<file path="config.mk">
export PLATFORM = sky130hd
export DESIGN_NAME = alu_issue_ctrl_flat
export DESIGN_NICKNAME = d
export VERILOG_FILES = /design/src/rtl/alu_issue_if.sv /design/src/rtl/alu_issue_ctrl.sv /design/src/flat_wrapper.sv
export SDC_FILE = /design/constraint.sdc
export NUM_CORES = 1
export LEC_CHECK = 0
export CORE_ASPECT_RATIO = 0.8
export CORE_MARGIN = 2
export CORE_UTILIZATION = 35
export CTS_BUF_LIST = sky130_fd_sc_hd__clkbuf_4 sky130_fd_sc_hd__clkbuf_8
export CTS_CLUSTER_DIAMETER = 120
export DETAILED_ROUTE_END_ITERATION = 10
export PLACE_DENSITY_LB_ADDON = 0.2
export SYNTH_ARGS = -nofsm -noshare
export SYNTH_HDL_FRONTEND = slang
export SYNTH_SLANG_ARGS = --single-unit
</file>
<file path="constraint.sdc">
create_clock -name clk -period 1.15 [get_ports clk]
set_input_delay 0.23 -clock clk [delete_from_list [all_inputs] [get_ports clk]]
set_output_delay 0.23 -clock clk [all_outputs]
set_load 0.02 [all_outputs]
</file>
<file path="src/rtl/alu_issue_if.sv">
// alu_issue_if: bundle of request, ALU-drive and response signals around the
// ALU issue controller. The slave modport is the controller's view; the master
// modport is the view of the surrounding environment (requester, ALU, consumer).
interface alu_issue_if #(
    parameter int W      = 8,
    parameter int MODE_W = 4
);
    // request side
    logic              req_valid;
    logic              req_ready;
    logic [W-1:0]      req_a;
    logic [W-1:0]      req_b;
    logic [MODE_W-1:0] req_mode;

    // ALU drive / capture
    logic [W-1:0]      alu_a;
    logic [W-1:0]      alu_b;
    logic [MODE_W-1:0] alu_mode;
    logic              alu_ee;
    logic              alu_eo;
    logic [W-1:0]      alu_result;
    logic              alu_carry;

    // response side
    logic              rsp_valid;
    logic              rsp_ready;
    logic [W-1:0]      rsp_data;
    logic [W-1:0]      rsp_hi;
    logic              rsp_zero;
    logic              rsp_carry;

    modport slave (
        input  req_valid, req_a, req_b, req_mode,
        output req_ready,
        output alu_a, alu_b, alu_mode, alu_ee, alu_eo,
        input  alu_result, alu_carry,
        output rsp_valid, rsp_data, rsp_hi, rsp_zero, rsp_carry,
        input  rsp_ready
    );

    modport master (
        output req_valid, req_a, req_b, req_mode,
        input  req_ready,
        input  alu_a, alu_b, alu_mode, alu_ee, alu_eo,
        output alu_result, alu_carry,
        input  rsp_valid, rsp_data, rsp_hi, rsp_zero, rsp_carry,
        output rsp_ready
    );
endinterface

</file>
<file path="src/rtl/alu_issue_ctrl.sv">
// alu_issue_ctrl: sequences one operation at a time through the 8-bit ALU.
// A request is latched into the ALU operand/mode registers, the ALU is enabled
// for a settle cycle and a sample cycle, and the result, carry and a locally
// derived zero flag are registered and offered on the response handshake.
// The ALU's own zero flag is one step stale and is deliberately not used.
//
// Optional feature, macro ALU_ISSUE_MULW_EN: a multiply-low request also runs
// a second drive/sample pair with the multiply-high mode, filling rsp_hi and
// making rsp_zero cover the full 16-bit product. Without the macro the high
// pass is never entered and rsp_hi is constant zero.
module alu_issue_ctrl #(
    parameter int                W        = 8,
    parameter int                MODE_W   = 4,
    parameter logic [MODE_W-1:0] MODE_MLO = 4'b1101,
    parameter logic [MODE_W-1:0] MODE_MHI = 4'b1110
) (
    input logic        clk,
    input logic        rst_n,
    alu_issue_if.slave bus
);

`ifdef ALU_ISSUE_MULW_EN
    localparam logic MULW_ON = 1'b1;
`else
    localparam logic MULW_ON = 1'b0;
`endif

    localparam logic [2:0] S_IDLE      = 3'd0;
    localparam logic [2:0] S_DRIVE     = 3'd1;
    localparam logic [2:0] S_SAMPLE    = 3'd2;
    localparam logic [2:0] S_DRIVE_HI  = 3'd3;
    localparam logic [2:0] S_SAMPLE_HI = 3'd4;
    localparam logic [2:0] S_RESP      = 3'd5;

    logic [2:0]        state_r;
    logic [2:0]        state_nxt_s;

    logic              req_ready_r;
    logic              rsp_valid_r;
    logic              alu_en_r;

    logic [W-1:0]      alu_a_r;
    logic [W-1:0]      alu_b_r;
    logic [MODE_W-1:0] alu_mode_r;

    logic [W-1:0]      rsp_data_r;
    logic [W-1:0]      rsp_hi_r;
    logic              rsp_zero_r;
    logic              rsp_carry_r;

    logic              mulw_s;
    logic              res_zero_s;

    // High pass is only taken for a multiply-low op when the feature is built in.
    always_comb begin
        mulw_s     = MULW_ON && (alu_mode_r == MODE_MLO);
        res_zero_s = (bus.alu_result == {W{1'b0}});
    end

    // Next-state logic for the issue sequence.
    always_comb begin
        state_nxt_s = state_r;
        case (state_r)
            S_IDLE: begin
                if (bus.req_valid) begin
                    state_nxt_s = S_DRIVE;
                end else begin
                    state_nxt_s = S_IDLE;
                end
            end
            S_DRIVE: begin
                state_nxt_s = S_SAMPLE;
            end
            S_SAMPLE: begin
                if (mulw_s) begin
                    state_nxt_s = S_DRIVE_HI;
                end else begin
                    state_nxt_s = S_RESP;
                end
            end
            S_DRIVE_HI: begin
                state_nxt_s = S_SAMPLE_HI;
            end
            S_SAMPLE_HI: begin
                state_nxt_s = S_RESP;
            end
            S_RESP: begin
                if (bus.rsp_ready) begin
                    state_nxt_s = S_IDLE;
                end else begin
                    state_nxt_s = S_RESP;
                end
            end
            default: begin
                state_nxt_s = S_IDLE;
            end
        endcase
    end

    // State register plus handshake/enable outputs registered from the next state.
    always_ff @(posedge clk) begin
        if (!rst_n) begin
            state_r     <= S_IDLE;
            req_ready_r <= 1'b1;
            rsp_valid_r <= 1'b0;
            alu_en_r    <= 1'b0;
        end else begin
            state_r     <= state_nxt_s;
            req_ready_r <= (state_nxt_s == S_IDLE);
            rsp_valid_r <= (state_nxt_s == S_RESP);
            alu_en_r    <= (state_nxt_s == S_DRIVE)    || (state_nxt_s == S_SAMPLE) ||
                           (state_nxt_s == S_DRIVE_HI) || (state_nxt_s == S_SAMPLE_HI);
        end
    end

    // Operand latch on accept, mode switch for the high pass, result capture on samples.
    always_ff @(posedge clk) begin
        if (!rst_n) begin
            alu_a_r     <= {W{1'b0}};
            alu_b_r     <= {W{1'b0}};
            alu_mode_r  <= {MODE_W{1'b0}};
            rsp_data_r  <= {W{1'b0}};
            rsp_hi_r    <= {W{1'b0}};
            rsp_zero_r  <= 1'b0;
            rsp_carry_r <= 1'b0;
        end else begin
            case (state_r)
                S_IDLE: begin
                    if (bus.req_valid) begin
                        alu_a_r    <= bus.req_a;
                        alu_b_r    <= bus.req_b;
                        alu_mode_r <= bus.req_mode;
                    end
                end
                S_SAMPLE: begin
                    rsp_data_r  <= bus.alu_result;
                    rsp_carry_r <= bus.alu_carry;
                    rsp_zero_r  <= res_zero_s;
                    rsp_hi_r    <= {W{1'b0}};
                    if (mulw_s) begin
                        alu_mode_r <= MODE_MHI;
                    end
                end
                S_SAMPLE_HI: begin
                    // Zero covers the full product: low byte already held in rsp_data_r.
                    rsp_hi_r    <= MULW_ON ? bus.alu_result : {W{1'b0}};
                    rsp_carry_r <= bus.alu_carry;
                    rsp_zero_r  <= res_zero_s && (rsp_data_r == {W{1'b0}});
                end
                default: begin
                end
            endcase
        end
    end

    assign bus.req_ready = req_ready_r;
    assign bus.rsp_valid = rsp_valid_r;
    assign bus.alu_ee    = alu_en_r;
    assign bus.alu_eo    = alu_en_r;
    assign bus.alu_a     = alu_a_r;
    assign bus.alu_b     = alu_b_r;
    assign bus.alu_mode  = alu_mode_r;
    assign bus.rsp_data  = rsp_data_r;
    assign bus.rsp_hi    = rsp_hi_r;
    assign bus.rsp_zero  = rsp_zero_r;
    assign bus.rsp_carry = rsp_carry_r;

endmodule

</file>
<file path="src/flat_wrapper.sv">
// flat-port wrapper written by rule: the top's interface ports become plain ports
module alu_issue_ctrl_flat 
#(
    parameter int                W        = 8,
    parameter int                MODE_W   = 4,
    parameter logic [MODE_W-1:0] MODE_MLO = 4'b1101,
    parameter logic [MODE_W-1:0] MODE_MHI = 4'b1110
)
  (clk, rst_n, bus_req_valid, bus_req_a, bus_req_b, bus_req_mode, bus_req_ready, bus_alu_a, bus_alu_b, bus_alu_mode, bus_alu_ee, bus_alu_eo, bus_alu_result, bus_alu_carry, bus_rsp_valid, bus_rsp_data, bus_rsp_hi, bus_rsp_zero, bus_rsp_carry, bus_rsp_ready);
  alu_issue_if #(.W(W), .MODE_W(MODE_W)) bus_i ();
  input logic clk;
  input logic rst_n;
  input wire logic [$bits(bus_i.req_valid)-1:0] bus_req_valid;
  input wire logic [$bits(bus_i.req_a)-1:0] bus_req_a;
  input wire logic [$bits(bus_i.req_b)-1:0] bus_req_b;
  input wire logic [$bits(bus_i.req_mode)-1:0] bus_req_mode;
  output wire logic [$bits(bus_i.req_ready)-1:0] bus_req_ready;
  output wire logic [$bits(bus_i.alu_a)-1:0] bus_alu_a;
  output wire logic [$bits(bus_i.alu_b)-1:0] bus_alu_b;
  output wire logic [$bits(bus_i.alu_mode)-1:0] bus_alu_mode;
  output wire logic [$bits(bus_i.alu_ee)-1:0] bus_alu_ee;
  output wire logic [$bits(bus_i.alu_eo)-1:0] bus_alu_eo;
  input wire logic [$bits(bus_i.alu_result)-1:0] bus_alu_result;
  input wire logic [$bits(bus_i.alu_carry)-1:0] bus_alu_carry;
  output wire logic [$bits(bus_i.rsp_valid)-1:0] bus_rsp_valid;
  output wire logic [$bits(bus_i.rsp_data)-1:0] bus_rsp_data;
  output wire logic [$bits(bus_i.rsp_hi)-1:0] bus_rsp_hi;
  output wire logic [$bits(bus_i.rsp_zero)-1:0] bus_rsp_zero;
  output wire logic [$bits(bus_i.rsp_carry)-1:0] bus_rsp_carry;
  input wire logic [$bits(bus_i.rsp_ready)-1:0] bus_rsp_ready;
  assign bus_i.req_valid = bus_req_valid;
  assign bus_i.req_a = bus_req_a;
  assign bus_i.req_b = bus_req_b;
  assign bus_i.req_mode = bus_req_mode;
  assign bus_req_ready = bus_i.req_ready;
  assign bus_alu_a = bus_i.alu_a;
  assign bus_alu_b = bus_i.alu_b;
  assign bus_alu_mode = bus_i.alu_mode;
  assign bus_alu_ee = bus_i.alu_ee;
  assign bus_alu_eo = bus_i.alu_eo;
  assign bus_i.alu_result = bus_alu_result;
  assign bus_i.alu_carry = bus_alu_carry;
  assign bus_rsp_valid = bus_i.rsp_valid;
  assign bus_rsp_data = bus_i.rsp_data;
  assign bus_rsp_hi = bus_i.rsp_hi;
  assign bus_rsp_zero = bus_i.rsp_zero;
  assign bus_rsp_carry = bus_i.rsp_carry;
  assign bus_i.rsp_ready = bus_rsp_ready;
  alu_issue_ctrl #(.W(W), .MODE_W(MODE_W), .MODE_MLO(MODE_MLO), .MODE_MHI(MODE_MHI)) u_core (.clk(clk), .rst_n(rst_n), .bus(bus_i));
endmodule
</file>
==> results.md, run 1 <==
* Status: finished with violations
* Violated checks: negative setup slack
* Post-Synth Simple-Gate Area at 22.8%
* Vias/cell at ~4.4
* Synth Instances at between 150 and 200
* Overall Power at 2.91 mW
* Ports at between 70 and 80
* CTS Buffer Depth at 2
* Synth Area in XOR/XNOR at 0%
* Clock root cell: clkbuf_8
* Die area at 4800 um^2
* TritonRoute pass-1 iters at 2
* Peak VDD IR at 0.805 mV
* Vias at 1333
* Largest family of logic cells by synthesized area: simple AND/OR/NAND/NOR gates
* Synthesis-to-finish area growth at 59.7%
* Row cnt at 21
* Multiplexer share of the synthesized area at about 6.0%
* First-pass GRT wire length at ~5800 um
* Die Width at 77.0 um
* Achievable Freq at between 800 and 900 MHz
* Register area at approximately 730 um^2
* Clock latency on the worst-skew pair at 0.28 ns
* Max Slew Vio Count at 0
* Drt total wl at about 3500 um
* Crit end category: flip-flop
* Min-delay worst type: in -> reg
* Worst Path Arrival at between 1 and 1.5 ns
* FF+latch count, synth at 36
* Hpwl dp at roughly 2500 um
* Starting density of the core at 36.1%
* Post-synthesis adder-cell area fraction at 0%
* Setup crit start kind: flip-flop
* Critical Path Source: u_core.state_r[1]$_SDFF_PN0_
* Vias in the first global route at 1273
* DRT iter0 DRCs at 45
* EDFF count, synth at 0
* Num CTS Buffers at 5
* Global placer's final weighted congestion at 0.804
* Sequential share of the synthesized area at between 40% and 50%
* Fill count at approximately 410
* HP Start: bus_req_valid
* Synth warnings at 0
* Final instance area at about 2400 um^2
* Post-layout nets at 277
* Leak Pwr at 0.962 nW
* Compound-Gate Fraction of Synth Area at 13.9%
* Setup Crit Path Kind: reg -> reg
* Hold buffers post-CTS at 0
* IO Port Bufs at 66
* Finish-stage setup viols at 6
* Setup TNS at -0.0737 ns
* Worst Skew at 0.00445 ns
* Grt ovf at 0
* RSZ-0062 raised after global routing: true
* Die Ht at 62.4 um
* R2r startpoint: u_core.state_r[1]$_SDFF_PN0_
* Mean Syn Cell Area at between 9 and 10 um^2
* DRC at 0
* Mapped Area at roughly 1500 um^2
* Placed cell areas at ~2300 um^2
* Initial antenna violation count at 0
* Power per cell area at around 1200 nW/um^2
* Critical Path RT at about 1.4 ns
* Largest net degree at the start of global routing at 21
* Number of hold violations in the final report at 0
* Setup ws final at -0.0220 ns
* Max Cap Viol at 0
* Share of layout cells above drive strength 1 at between 30 and 40%
* Total GRT Usage at about 15%
* Sink Count at 36
* Area occupied by multi-input gates at between 700 and 800 um^2
* Crit path max fanout at 4
* Async SR Flop Fraction at 0%
* Core area at 4130 um^2
* CTS tree: done
* Top FF cell, synth: dfxtp_1
* H-tree levels at 2
* Distinct cells, synth at 31
* Number of routed nets with antenna violations at 0
* DR WL/cell at 11.6 um
* Diode count at 0
* Tmin final at about 1.2 ns
* CTS clk-pin slew, worst paths at about 0.070 ns
* Tcrit/Tclk final at 102%
-- synth_stat cells (2+ instances only) --
library cell  number  area share (%)
nor2_1             3            0.76
clkbuf_1           5             1.3
nor4_1             2            0.84
buf_4              9             4.5
nor3_1             4             1.3
a21oi_1            3             1.0
nor2b_1            9             3.8
mux2i_1            9             6.0
dfxtp_1           36              48
o21a_1             2             1.0
buf_2              3             1.0
nand2_1           41              10
a21boi_0          20              10
-- flip-flops by register name (all words and copies together) (netlist names) --
register	flops
u_core.bus.alu_a	8
u_core.bus.alu_b	8
u_core.bus.rsp_data	8
u_core.bus.alu_mode	4
u_core.state_r	3
u_core.bus.alu_ee	1
u_core.bus.req_ready	1
u_core.bus.rsp_carry	1
u_core.bus.rsp_valid	1
u_core.bus.rsp_zero	1
-- per-stage QoR --
stage / hold slack [ns] / worst slack, ns / cells / util, %
2_1_floorplan: 0.370 / -0.0471 / 171 / -
3_3_place_gp: 0.444 / -0.390 / 294 / 56.1
3_5_place_dp: 0.447 / -0.402 / 294 / 56.1
4_1_cts: 0.362 / -0.0186 / 301 / 58.9
5_1_grt: 0.367 / -0.0779 / 301 / 57.7
6_report: 0.357 / -0.0220 / 301 / 57.7
-- worst paths after layout --
check | to | slack, ns | cells after the start
worst min-delay path | u_core.bus.alu_ee$_SDFF_PN0_ | 0.36 | 3
worst max-delay path | u_core.bus.rsp_zero$_SDFFE_PN0P_ | -0.02 | 5
worst max register to register | u_core.bus.rsp_zero$_SDFFE_PN0P_ | -0.02 | 5
worst min register to register | u_core.bus.alu_a[4]$_SDFFE_PN0P_ | 0.45 | 2
-- per-layer routing --
metal | up-vias | part of all wire, % | global-route usage [%] | wire (um)
li1 | 687 | - | - | -
met4 | 0 | 0.83 | 7.50 | 29
met5 | - | 0 | 0 | 0
met3 | 5 | 5.6 | 5.09 | 197
met1 | 601 | 46 | 18.3 | 1610
met2 | 40 | 48 | 24.3 | 1670
-- cells by family after synthesis --
| family | Yosys count |
|---|---|
| AOI/OAI and AO/OA | 29 |
| buffers and inverters | 20 |
| DFF | 36 |
| muxes | 9 |
| other | 1 |
| and+or+nand+nor | 69 |
-- placed cells by master, fill, tap and decap left out, drive strengths merged, types with 2 or more instances in the layout --
| cell type | n |
|---|---|
| a21boi | 20 |
| nor2b | 9 |
| o21a | 2 |
| nor2 | 3 |
| a21oi | 4 |
| nor3 | 5 |
| and3 | 2 |
| clkbuf | 14 |
| clkdlybuf4s50 | 27 |
| clkdlybuf4s15 | 17 |
| dfxtp | 36 |
| dlygate4sd2 | 4 |
| nand2 | 41 |
| o21ai | 2 |
| nor4 | 2 |
| buf | 27 |
| conb | 8 |
| mux2i | 9 |
| inv | 2 |
-- power breakdown --
part	internal, mW	switching (mW)	leakage, nW
combinational	0.347	0.340	0.622
sequential	1.33	0.0475	0.296
clock	0.435	0.414	0.0445
total	2.11	0.801	0.962
-- final cells by class --
cell class	instances	area share (%)
Tap cell	57	3.00
Clock buffer	6	3.21
Sequential cell	36	30.7
Multi-Input combinational cell	115	29.8
Inverter	2	0.421
Timing Repair Buffer	84	32.8
Clock inverter	1	0.210
-- critical path, cell delays in order (launching register included) --
cell and delay (ns):
dfxtp_4 0.37, or2b_1 0.24, a21oi_2 0.19, buf_4 0.15, nand4_1 0.08, o21ai_1 0.08
-- repair_timing --
item / CTS / global route
setup buffers: 0 / 0
setup endpoints to repair: 65 / 47
endpoints found under the hold margin: 0 / 0
resized for setup: 104 / 35
pin swaps: 3 / 2
(Power assumes the default switching activity.)
==> inputs of run 2 (changes only) <==
--- a/config.mk
+++ b/config.mk
@@ -5,11 +5,11 @@
 export SDC_FILE = /design/constraint.sdc
 export NUM_CORES = 1
 export LEC_CHECK = 0
+export ABC_AREA = 1
 export CORE_ASPECT_RATIO = 0.8
 export CORE_MARGIN = 2
 export CORE_UTILIZATION = 35
 export CTS_BUF_LIST = sky130_fd_sc_hd__clkbuf_4 sky130_fd_sc_hd__clkbuf_8
-export CTS_CLUSTER_DIAMETER = 120
 export DETAILED_ROUTE_END_ITERATION = 10
 export PLACE_DENSITY_LB_ADDON = 0.2
 export SYNTH_ARGS = -nofsm -noshare
==> results.md, run 2 <==
* Num CTS Buffers at 5 (unchanged)
* Worst Path Buf+Inv at 1 (unchanged)
* Crit end category: primary output (was flip-flop)
* Top FF cell, synth: dfxtp_1 (unchanged)
* M1 WL at 1680 um (was 1610 um)
* Main area contributors after synthesis: dfxtp_1 48%, inv_1 10%, a21oi_1 9.3% (was dfxtp_1 48%, nand2_1 10%, a21boi_0 10%)
* Dpl ws at -0.183 ns (was -0.402 ns)
* Setup ws final at 0.0382 ns (was -0.0220 ns)
* Crit path max fanout at 2 (was 4)
* Starting density of the core at 36.2% (was 36.1%)
* Max Slew Vio Count at 0 (unchanged)
* Tcrit/Tclk final at 96.7% (was 102%)
* Number of routed nets with antenna violations at 0 (unchanged)
* Sequential share of the synthesized area at 47.6% (was 48.4%)
* Number of hold violations in the final report at 0 (unchanged)
* Sink Count at 36 (unchanged)
* Commonest non-fill, non-tap cell in the layout: inv_1 (was nand2_1)
* Achievable Freq at 899 MHz (was 853 MHz)
* CTS Buffer Depth at 2 (unchanged)
* CTS tree: done (unchanged)
* Hpwl dp at 2390 um (was 2500 um)
* Finish-stage setup viols at 0 (was 6)
* Synth Instances at 193 (was 164)
* Vias at 1381 (was 1333)
* Core area at 4180 um^2 (was 4130 um^2)
* Count leader, synth: inv_1 (was nand2_1)
* Power per cell area at 1440 nW/um^2 (was 1220 nW/um^2)
* DR WL/cell at 10.3 um (was 11.6 um)
* Worst Path Arrival at 0.88 ns (was 1.39 ns)
* Critical Path RT at 0.92 ns (was 1.37 ns)
* Share of layout cells above drive strength 1 at 24.9% (was 30.3%)
* Tmin final at 1.11 ns (was 1.17 ns)
* Distinct cells, synth at 21 (was 31)
* Mean Syn Cell Area at 7.84 um^2 (was 9.09 um^2)
* Die Width at 77.5 um (was 77.0 um)
* CP Cell Sequence: clkdlybuf4s15_2 (was or2b_1 -> a21oi_2 -> buf_4 -> nand4_1 -> o21ai_1)
* H-tree levels at 2 (unchanged)
* Commonest cells post-synth: 41 x inv_1, 36 x dfxtp_1, 28 x a21oi_1, 21 x o21ai_1, 13 x nand2_1 (was 41 x nand2_1, 36 x dfxtp_1, 20 x a21boi_0)
* Post-layout nets at 301 (was 277)
* Async SR Flop Fraction at 0% (unchanged)
* Crit path largest cell delay at 0.34 ns (was 0.37 ns)
* Largest net degree at the start of global routing at 40 (was 21)
* RSZ-0062 raised after global routing: true (unchanged)
* EDFF count, synth at 0 (unchanged)
* First-pass GRT wire length at 5360 um (was 5750 um)
* Worst Skew at 0.00344 ns (was 0.00445 ns)
* Clock root cell: clkbuf_8 (unchanged)
* Synthesis-to-finish area growth at 53.3% (was 59.7%)
* CP max stage cell: dfxtp_1 (was dfxtp_4)
* DRT iter0 DRCs at 54 (was 45)
* Clock latency on the worst-skew pair at 0.28 ns (about the same)
* Setup crit start kind: flip-flop (unchanged)
* CTS clk-pin slew, worst paths at 0.07 ns (about the same)
* Status: finished clean (was finished with violations)
* Share of the synthesized area in the top cell type at 47.6% (was 48.4%)
* Post-route insts no fill at 326 (was 301)
* Drt total wl at 3350 um (was 3510 um)
* Diode count at 0 (unchanged)
* TritonRoute pass-1 iters at 4 (was 2)
* Die Ht at 62.8 um (was 62.4 um)
* Most frequent cells in the layout: 41 x inv_1, 33 x dfxtp_1, 32 x clkdlybuf4s50_1 (was 41 x nand2_1, 33 x dfxtp_1, 27 x clkdlybuf4s50_1)
* Vias/cell at 4.24 (was 4.43)
* Leak Pwr at 1.01 nW (was 0.962 nW)
* Crit-path leading delay family: flip-flops (unchanged)
* Setup Crit Path Kind: reg -> out (was reg -> reg)
* Overall Power at 3.33 mW (was 2.91 mW)
* Vias in the first global route at 1180 (was 1273)
* Cells after DPL at 318 (was 294)
* Total GRT Usage at 14.2% (was 15.2%)
* Top Layer Used: met4 (unchanged)
* Synth warnings at 0 (unchanged)
* Initial antenna violation count at 0 (unchanged)
* Mapped Area at 1510 um^2 (was 1490 um^2)
* Util after Layout at 55.5% (was 57.7%)
* Global placer's final weighted congestion at 0.810 (was 0.804)
* Ports at 75 (unchanged)
* FF+latch count, synth at 36 (unchanged)
* IO Port Bufs at 66 (unchanged)
* Grt ovf at 0 (unchanged)
* Synth area leader: dfxtp_1 (unchanged)
* Wire length on met3 at 197 um (unchanged)
* DRC at 0 (unchanged)
* Max Cap Viol at 0 (unchanged)
* Setup TNS at 0 ns (was -0.0737 ns)
* Row cnt at 21 (unchanged)
* Die area at 4870 um^2 (was 4800 um^2)
* Min-delay worst type: reg -> reg (was in -> reg)
* Detail Route met2 WL at 1430 um (was 1670 um)
* Hold buffers post-CTS at 0 (unchanged)
* Peak VDD IR at 0.876 mV (was 0.805 mV)
==> run 2: layout make-up <==
cell class,instances,area (um^2)
well taps,57,71.3
inverters,43,161
flip-flops and latches,36,724
repair buffers,78,731
fillers,397,1860
clock buffers,8,97.6
multi-input cells,104,534
==> run 2: where the power goes <==
group          internal [mW]  switching, mW
sequential              1.39         0.0745
clock                  0.535          0.412
combinational          0.415          0.508
==> run 2: logic make-up after synthesis <==
group           after synthesis  share of synthesized area (%)
buf+inv                      60                           19.7
flops                        36                           47.6
compound gates               61                           20.6
simple gates                 35                           11.8
other cells                   1                          0.248
==> run 2: path summary, 6_finish.rpt <==
check / end / from / slack, ns / cells past startpoint
setup / recovery: bus_alu_a[1] / u_core.bus.alu_a[1]$_SDFFE_PN0P_ / 0.04 / 1
hold / removal: u_core.bus.alu_b[7]$_SDFFE_PN0P_ / u_core.bus.alu_b[7]$_SDFFE_PN0P_ / 0.44 / 2
setup reg to reg: u_core.bus.alu_a[2]$_SDFFE_PN0P_ / u_core.state_r[0]$_SDFF_PN0_ / 0.08 / 5
hold reg to reg: u_core.bus.alu_b[7]$_SDFFE_PN0P_ / u_core.bus.alu_b[7]$_SDFFE_PN0P_ / 0.44 / 2
==> run 2: through the flow <==
| stage | cell area [um^2] | hold WS (ns) |
|---|---|---|
| after floorplan | 1540 | 0.365 |
| after global placement | 2260 | 0.431 |
| after detailed placement | 2260 | 0.437 |
| after CTS | 2390 | 0.447 |
| after global routing | 2320 | 0.459 |
| final | 2320 | 0.443 |
==> run 2: layer usage <==
layer / GRT usage [%] / vias to the layer above
li1: - / 744
met1: 19.0 / 592
met2: 20.4 / 40
met3: 4.62 / 5
met4: 6.70 / 0
met5: 0 / -
==> run 2: tightest hold or removal path, stage by stage, from the launching register on <==
cell and delay, ns:
dfxtp_1 0.31, inv_1 0.05, a21oi_1 0.05
==> run 2: timing repair <==
item	CTS	global route
pin swaps	0	1
setup endpoints to repair	53	47
gates resized for setup	93	22
setup buffers	0	0
==> inputs of run 3 (changes only) <==
--- a/config.mk
+++ b/config.mk
@@ -7,7 +7,7 @@
 export LEC_CHECK = 0
 export ABC_AREA = 1
 export CORE_ASPECT_RATIO = 0.8
-export CORE_MARGIN = 2
+export CORE_MARGIN = 10
 export CORE_UTILIZATION = 35
 export CTS_BUF_LIST = sky130_fd_sc_hd__clkbuf_4 sky130_fd_sc_hd__clkbuf_8
 export DETAILED_ROUTE_END_ITERATION = 10
==> constraint.sdc (replaced) <==
create_clock -name clk -period 1.15 [get_ports clk]
set_input_delay 0.345 -clock clk [delete_from_list [all_inputs] [get_ports clk]]
set_output_delay 0.345 -clock clk [all_outputs]
set_load 0.02 [all_outputs]
==> results.md, run 3 (synthesis gave the netlist of run 2 again) <==
* Synthesis-to-finish area growth at 58.3% (was 53.3%)
* Number of routed nets with antenna violations at 0 (unchanged)
* CTS tree: done (unchanged)
* Leak Pwr at 1.12 nW (was 1.01 nW)
* Status: finished clean (unchanged)
* Total GRT Usage at 10.0% (was 14.2%)
* Clock root cell: clkbuf_8 (unchanged)
* Die area at 7370 um^2 (was 4870 um^2)
* Post-route insts no fill at 331 (was 326)
* Tcrit/Tclk final at 97.4% (was 96.7%)
* CTS Buffer Depth at 2 (unchanged)
* Drt total wl at 3970 um (was 3350 um)
* First-pass GRT wire length at 5960 um (was 5360 um)
* Max Slew Vio Count at 0 (unchanged)
* Post-layout nets at 306 (was 301)
* RSZ-0062 raised after global routing: true (unchanged)
* Tmin final at 1.12 ns (was 1.11 ns)
* Core area at 4180 um^2 (unchanged)
* Setup crit start kind: flip-flop (unchanged)
* Placed cell areas at 2270 um^2 (was 2260 um^2)
* Critical Path RT at 0.81 ns (was 0.92 ns)
* Hpwl dp at 3000 um (was 2390 um)
* CP max stage cell: dfxtp_1 (unchanged)
* Achievable Freq at 893 MHz (was 899 MHz)
* TritonRoute pass-1 iters at 4 (unchanged)
* Final instance area at 2390 um^2 (was 2320 um^2)
* Finish-stage setup viols at 0 (unchanged)
* Cells after DPL at 321 (was 318)
* Starting density of the core at 36.2% (unchanged)
* Die Ht at 78.8 um (was 62.8 um)
* IO Port Bufs at 66 (unchanged)
* Crit-path leading delay family: flip-flops (unchanged)
* Worst Skew at 0.0110 ns (was 0.00344 ns)
* Worst Path Buf+Inv at 1 (unchanged)
* CTS clk-pin slew, worst paths at 0.07 ns (about the same)
* Largest net degree at the start of global routing at 33 (was 40)
* Sink Count at 36 (unchanged)
* Number of hold violations in the final report at 0 (unchanged)
* Crit end category: primary output (unchanged)
* Setup ws final at 0.0298 ns (was 0.0382 ns)
* Vias at 1390 (was 1381)
* Diode count at 0 (unchanged)
* Overall Power at 3.69 mW (was 3.33 mW)
* CP Cell Sequence: buf_4 (was clkdlybuf4s15_2)
* Ports at 75 (unchanged)
* Row cnt at 21 (unchanged)
* Clock latency on the worst-skew pair at 0.28 ns (about the same)
* Hold buffers post-CTS at 0 (unchanged)
* Die Width at 93.5 um (was 77.5 um)
* Crit path largest cell delay at 0.35 ns (was 0.34 ns)
* Fill count at 406 (was 397)
* Crit path max fanout at 2 (unchanged)
* Power per cell area at 1540 nW/um^2 (was 1440 nW/um^2)
* DRT iter0 DRCs at 54 (unchanged)
* Commonest non-fill, non-tap cell in the layout: inv_1 (unchanged)
* Vias in the first global route at 1242 (was 1180)
* DRC at 0 (unchanged)
* Most frequent cells in the layout: 41 x inv_1, 39 x buf_4, 30 x clkdlybuf4s50_1 (was 41 x inv_1, 33 x dfxtp_1, 32 x clkdlybuf4s50_1)
* Peak VDD IR at 1.07 mV (was 0.876 mV)
* Grt ovf at 0 (unchanged)
* Initial antenna violation count at 0 (unchanged)
* H-tree levels at 2 (unchanged)
* Dpl ws at -0.304 ns (was -0.183 ns)
* Global placer's final weighted congestion at 0.829 (was 0.810)
* Worst Path Arrival at 0.78 ns (was 0.88 ns)
* WHS at 0.388 ns (was 0.443 ns)
* Num CTS Buffers at 5 (unchanged)
* Min-delay worst type: in -> reg (was reg -> reg)
* Vias/cell at 4.20 (was 4.24)
* Max Cap Viol at 0 (unchanged)
* Share of layout cells above drive strength 1 at 31.4% (was 24.9%)
* DR WL/cell at 12.0 um (was 10.3 um)
* Setup Crit Path Kind: reg -> out (unchanged)
[run 3: metrics by stage]
| step | setup TNS (ns) | utilization (%) |
|---|---|---|
| global placement | -11.74 | 54.4 |
| CTS | 0 | 53.7 |
| global route | -0.0513 | 57.3 |
| finish | 0 | 57.3 |
| floorplan | 0 | - |
| detailed placement | -12.20 | 54.4 |
[run 3: final cells by class]
type                       instances  area, um^2  area share [%]
timing repair buffer              83         748            31.2
sequential                        36         736            30.7
multi-input combinational        104         552            23.0
inverter                          43         161            6.74
clock buffer                       7        96.3            4.02
tap                               57        71.3            2.98
clock inverter                     1        30.0            1.25
[run 3: worst paths after layout]
kind,from,to,slack [ns],cells past startpoint
worst min-delay path,bus_alu_result[6],u_core.bus.rsp_data[6]$_SDFFE_PN0N_,0.39,3
worst max register to register,u_core.state_r[1]$_SDFF_PN0_,u_core.bus.alu_b[0]$_SDFFE_PN0P_,0.05,5
worst max-delay path,u_core.bus.alu_a[1]$_SDFFE_PN0P_,bus_alu_a[1],0.03,1
worst min register to register,u_core.bus.alu_b[1]$_SDFFE_PN0P_,u_core.bus.alu_b[1]$_SDFFE_PN0P_,0.44,2
[run 3: where the power goes]
part           total (mW)  leakage [nW]  switching [mW]  internal [mW]
combinational        1.03         0.752           0.544          0.482
clock                1.20        0.0645           0.433          0.765
sequential           1.47         0.300          0.0718           1.40
total                3.69          1.12            1.05           2.64
[run 3: layer usage]
layer	vias up	wire [um]	track usage, %
met4	0	47	4.15
met2	52	1890	15.8
met5	-	0	0
met1	584	1690	11.5
met3	8	335	4.42
li1	746	-	-
[run 3: timing repair]
action,CTS,global route
setup buffers,0,0
cloned,0,2
gates resized for setup,144,46
endpoints found under the setup margin,35,46
pin swaps,0,4
